### src/rtl/uart_rx_core_if.sv
// Byte-side and pin-side signals of the UART receiver, grouped for port connection.
// The core takes the slave view; the transmitter/consumer side takes the master view.
interface uart_rx_core_if;
    logic       uart_rxd;
    logic [7:0] rout;
    logic       rout_en;
    logic       frame_err;
    logic       rx_busy;

    modport master (
        output uart_rxd,
        input  rout,
        input  rout_en,
        input  frame_err,
        input  rx_busy
    );

    modport slave (
        input  uart_rxd,
        output rout,
        output rout_en,
        output frame_err,
        output rx_busy
    );
endinterface

### src/rtl/uart_rx_core.sv
// 8N1 UART receiver: two-flop input synchronizer and mid-bit sampling FSM that emits
// one-cycle byte strobes, framing-error strobes and a line-busy flag.
module uart_rx_core #(
    parameter int unsigned CLK_DIV = 434
) (
    input  logic           clk,
    input  logic           rst,
    uart_rx_core_if.slave  bus
);
    localparam int unsigned HALF_DIV = CLK_DIV / 2;
    localparam int unsigned CW       = $clog2(CLK_DIV);

    localparam logic [CW-1:0] HALF_LAST = CW'(HALF_DIV - 1);
    localparam logic [CW-1:0] BIT_LAST  = CW'(CLK_DIV - 1);

    localparam logic [2:0] S_IDLE    = 3'd0;
    localparam logic [2:0] S_START   = 3'd1;
    localparam logic [2:0] S_DATA    = 3'd2;
    localparam logic [2:0] S_STOP    = 3'd3;
    localparam logic [2:0] S_BRKWAIT = 3'd4;

    logic          sync1_q, sync2_q;
    logic [2:0]    state_q, state_d;
    logic [CW-1:0] cnt_q, cnt_d;
    logic [2:0]    bit_q, bit_d;
    logic [7:0]    shift_q, shift_d;
    logic [7:0]    rout_q, rout_d;
    logic          rout_en_q, rout_en_d;
    logic          frame_err_q, frame_err_d;
    logic          rxd_s;

    assign rxd_s = sync2_q;

    always_comb begin
        state_d     = state_q;
        cnt_d       = cnt_q;
        bit_d       = bit_q;
        shift_d     = shift_q;
        rout_d      = rout_q;
        rout_en_d   = 1'b0;
        frame_err_d = 1'b0;
        case (state_q)
            S_IDLE: begin
                if (!rxd_s) begin
                    state_d = S_START;
                    cnt_d   = '0;
                end
            end
            S_START: begin
                // Re-check the start bit at its midpoint to reject line glitches.
                if (cnt_q == HALF_LAST) begin
                    cnt_d = '0;
                    if (!rxd_s) begin
                        state_d = S_DATA;
                        bit_d   = '0;
                    end else begin
                        state_d = S_IDLE;
                    end
                end else begin
                    cnt_d = cnt_q + CW'(1);
                end
            end
            S_DATA: begin
                if (cnt_q == BIT_LAST) begin
                    shift_d = {rxd_s, shift_q[7:1]};
                    cnt_d   = '0;
                    bit_d   = bit_q + 3'd1;
                    if (bit_q == 3'd7) begin
                        state_d = S_STOP;
                    end
                end else begin
                    cnt_d = cnt_q + CW'(1);
                end
            end
            S_STOP: begin
                if (cnt_q == BIT_LAST) begin
                    cnt_d = '0;
                    if (rxd_s) begin
                        rout_d    = shift_q;
                        rout_en_d = 1'b1;
                        state_d   = S_IDLE;
                    end else begin
                        frame_err_d = 1'b1;
                        state_d     = S_BRKWAIT;
                    end
                end else begin
                    cnt_d = cnt_q + CW'(1);
                end
            end
            S_BRKWAIT: begin
                if (rxd_s) begin
                    state_d = S_IDLE;
                end
            end
            default: state_d = S_IDLE;
        endcase
    end

    always_ff @(posedge clk) begin
        if (rst) begin
            sync1_q     <= 1'b1;
            sync2_q     <= 1'b1;
            state_q     <= S_IDLE;
            cnt_q       <= '0;
            bit_q       <= '0;
            shift_q     <= '0;
            rout_q      <= '0;
            rout_en_q   <= 1'b0;
            frame_err_q <= 1'b0;
        end else begin
            sync1_q     <= bus.uart_rxd;
            sync2_q     <= sync1_q;
            state_q     <= state_d;
            cnt_q       <= cnt_d;
            bit_q       <= bit_d;
            shift_q     <= shift_d;
            rout_q      <= rout_d;
            rout_en_q   <= rout_en_d;
            frame_err_q <= frame_err_d;
        end
    end

    assign bus.rout      = rout_q;
    assign bus.rout_en   = rout_en_q;
    assign bus.frame_err = frame_err_q;
    assign bus.rx_busy   = (state_q != S_IDLE);
endmodule

### src/flat_wrapper.sv
// flat-port wrapper written by rule: the top's interface ports become plain ports
module uart_rx_core_flat 
#(
    parameter int unsigned CLK_DIV = 434
)
  (clk, rst, bus_uart_rxd, bus_rout, bus_rout_en, bus_frame_err, bus_rx_busy);
  uart_rx_core_if bus_i ();
  input  logic clk;
  input  logic rst;
  input wire logic [$bits(bus_i.uart_rxd)-1:0] bus_uart_rxd;
  output wire logic [$bits(bus_i.rout)-1:0] bus_rout;
  output wire logic [$bits(bus_i.rout_en)-1:0] bus_rout_en;
  output wire logic [$bits(bus_i.frame_err)-1:0] bus_frame_err;
  output wire logic [$bits(bus_i.rx_busy)-1:0] bus_rx_busy;
  assign bus_i.uart_rxd = bus_uart_rxd;
  assign bus_rout = bus_i.rout;
  assign bus_rout_en = bus_i.rout_en;
  assign bus_frame_err = bus_i.frame_err;
  assign bus_rx_busy = bus_i.rx_busy;
  uart_rx_core #(.CLK_DIV(CLK_DIV)) u_core (.clk(clk), .rst(rst), .bus(bus_i));
endmodule
### config.mk
export PLATFORM = sky130hd
export DESIGN_NAME = uart_rx_core_flat
export DESIGN_NICKNAME = d
export VERILOG_FILES = /design/src/rtl/uart_rx_core_if.sv /design/src/rtl/uart_rx_core.sv /design/src/flat_wrapper.sv
export SDC_FILE = /design/constraint.sdc
export NUM_CORES = 1
export LEC_CHECK = 0
export ABC_AREA = 1
export BUFFER_PORTS_ARGS = -buffer_cell sky130_fd_sc_hd__buf_2
export CAP_MARGIN = 20
export CORE_ASPECT_RATIO = 1.5
export CORE_MARGIN = 2
export CORE_UTILIZATION = 62
export CTS_BUF_LIST = sky130_fd_sc_hd__clkbuf_4
export DETAILED_ROUTE_END_ITERATION = 7
export GPL_TIMING_DRIVEN = 0
export HOLD_SLACK_MARGIN = 0.03
export PLACE_DENSITY = 0.86
export REMOVE_ABC_BUFFERS = 1
export SYNTH_ARGS = -nofsm -noshare
export SYNTH_HDL_FRONTEND = slang
export SYNTH_SLANG_ARGS = --single-unit
### constraint.sdc
create_clock -name clk -period 4.9 [get_ports clk]
set_clock_uncertainty 0.2 [all_clocks]
set_input_delay 0.245 -clock clk [delete_from_list [all_inputs] [get_ports clk]]
set_output_delay 0.245 -clock clk [all_outputs]
set_load 0.05 [all_outputs]
==> out/results.ini <==
[outcome]
status = finished clean

[worst_setup_path]
cpPeakStageDelay_ns = 0.39
crit_chain = nor2_1 -> nand2_1 -> buf_2
required_ns = 4.45
endpoint_kind = output pin
arrival_ns = 1.36
critPathLaunchType = flip-flop
critical_path_class = flip-flop to output pin
cpLargestDelayFamily = simple AND/OR/NAND/NOR gates
worstPathMaxFanout = 6
path_buf_inv = 1
crit_slowest_cell = dfxtp_1

[global_routing]
grt_pass1_wl_mm = 5.39
first_global_vias = 1298
gr-usage-all-layers_pct = 24.7
grt_max_degree = 23
antenna_found_initial = 0
overflow = 0

[min_path]
hold_path_class = flip-flop to flip-flop

[layout]
layout_commonest_cell = nand2_1
post-route-util_pct = 74.1
drive_above_1_share_pct = 20.6
area_growth_syn_to_layout_pct = 11.8
nets = 240
n_antenna_cell = 0
layout_common_cells = nand2_1, dfxtp_1, inv_1, a21oi_1, nor2_1
layoutNonFillerInstCount = 257

[sta]
rsz0062_at_grt = no
relSlewSlack_pct = 64.0
min_period_ns = 1.81
setup_ws_ns = 3.09
finalCritPeriodShare_pct = 36.9
drv_slew = 0
fmax_ghz = 0.553
worstMarginPinSlew_ns = 0.539
final_hold_viol_count = 0
finalSetupTns_ns = 0
setup_viol = 0

[synth]
ys_types = 30
syn_area_per_cell_sq_um = 7.67
ys.flop_type = dfxtp_1
synthCells = 214
synth-async-reset-ratio_pct = 0
yosysSeqAreaShare_pct = 42.7
synth_edf_count = 0
synthesis.area_sq_um = 1640
yosys_register_bits = 35
ys_warn_count = 0

[die]
core_sq_um = 2480
rows = 22
start_util_pct = 66.3
dieArea_sq_um = 3080
die_x_microns = 46.0
die_h_microns = 67.0
ioPinCount = 14

[power_and_ir_drop]
internal-power_mw = 0.547
power-per-cell-area_nw_per_um2 = 475
leakagePower_nw = 0.818
p_seq_share_pct = 37.4
p_sw_share_pct = 37.3
switchingPower_mw = 0.325
pwr-share-clk_pct = 29.9
peakVddDrop_uv = 317
pwr-share-comb_pct = 32.7

[route]
ant_nets = 0
wl_per_cell_microns = 12.4
viasPerCell = 5.52
dr.first_iter.drc_count = 46
drc = 0
first_pass_iters = 4
route.vias.total = 1418
totalWireLength_mm = 3.18

[clock_tree]
clk_path_buf_depth = 2
cts_inserted_buffers = 5
ctsResizeCount = 0
cts_tree = done
ctsHoldBuffers = 3
clock-root-buffer = clkbuf_4
cts.sinks = 35
htreeDepth = 2
clk_latency_ns = 0.35
clkSlewWorstSetupHoldPaths_ns = 0.10
cts_setup_buffers = 0

[placement]
gp_congestion = 0.819
place_ws_ns = 3.16
dp_hpwl_mm = 2.19
io_buffer_count = 13
dp.cells = 246

[flow_run]
cap_violations = 0

-- stage by stage --
step | hold slack, ns | area, sq um | total power [mW]
5_1_grt | 0.233 | 1840 | 0.921
6_report | 0.210 | 1840 | 0.872
2_1_floorplan | 0.114 | 1610 | 0.552
3_5_place_dp | 0.196 | 1700 | 0.607
4_1_cts | 0.215 | 1840 | 0.874
3_3_place_gp | 0.192 | 1700 | 0.604
-- worst paths after layout --
| kind | end | from | slack [ns] | cells after the start |
|---|---|---|---|---|
| max | bus_rx_busy | u_core.state_q[0] | 3.09 | 3 |
| min | u_core.rxd_s | u_core.sync1_q | 0.21 | 1 |
| max reg2reg | u_core.bit_q[2] | u_core.cnt_q[1] | 3.11 | 9 |
| min reg2reg | u_core.rxd_s | u_core.sync1_q | 0.21 | 1 |
-- worst reg2reg max path, cell delays in order (launching register included) --
cell and delay (ns):
dfxtp_1 0.34, inv_1 0.10, ha_1 0.16, nand2_1 0.05, nor2_1 0.10, nand2_1 0.11
o21ai_1 0.30, nand2_1 0.17, nand2_1 0.10, a21oi_1 0.06
-- layout make-up --
| class | count | area, sq um |
|---|---|---|
| multi-input cells | 148 | 807 |
| flip-flops and latches | 35 | 701 |
| fillers | 206 | 642 |
| inverters | 26 | 97.6 |
| repair buffers | 16 | 95.1 |
| clock inverters | 2 | 60.1 |
| clock buffers | 6 | 45.0 |
| well taps | 24 | 30.0 |
-- per-layer routing --
metal	vias up	global-route usage [%]	part of all wire, %
li1	727	-	-
met1	643	26.1	40
met2	39	42.5	53
met3	9	6.50	4.1
met4	0	12.9	2.6
met5	-	0	0
-- Yosys cell counts, drive strengths merged (3+ instances only) --
library cell	instances	area share, %
nand3	10	3.4
buf	4	2.0
ha	5	3.8
o21ai	23	7.2
a21oi	23	7.7
nand4	4	1.9
inv	26	5.9
nor3	4	1.5
nand2	45	11
nor2	26	9.1
or2	3	1.1
dfxtp	35	43
-- power groups by stage --
| stage | sequential, mW | clock [mW] | combinational (mW) |
|---|---|---|---|
| global route | 0.330 | 0.278 | 0.313 |
| detailed placement | 0.332 | 0 | 0.275 |
| global placement | 0.332 | 0 | 0.272 |
| CTS | 0.325 | 0.267 | 0.282 |
| finish | 0.326 | 0.260 | 0.285 |
| floorplan | 0.328 | 0 | 0.224 |
-- cells by family (layout without fill, tap and decap cells) --
| logic type | after synthesis | in the layout | share of synthesized area, % |
|---|---|---|---|
| DFF | 35 | 35 | 42.7 |
| xor gates and xnor gates | 2 | 2 | 1.07 |
| buffers and inverters | 31 | 50 | 8.15 |
| adders and majority gates | 5 | 5 | 3.81 |
| and+or+nand+nor | 94 | 94 | 29.0 |
| AOI/OAI and AO/OA | 47 | 47 | 15.3 |
-- sequential cells by signal (all words and copies together) (netlist names) --
name,count
u_core.bus.rout,8
u_core.state_q,3
u_core.bus.rout_en,1
u_core.cnt_q,9
u_core.rxd_s,1
u_core.bus.frame_err,1
u_core.bit_q,3
u_core.shift_q,8
u_core.sync1_q,1
(Power assumes the default switching activity.)
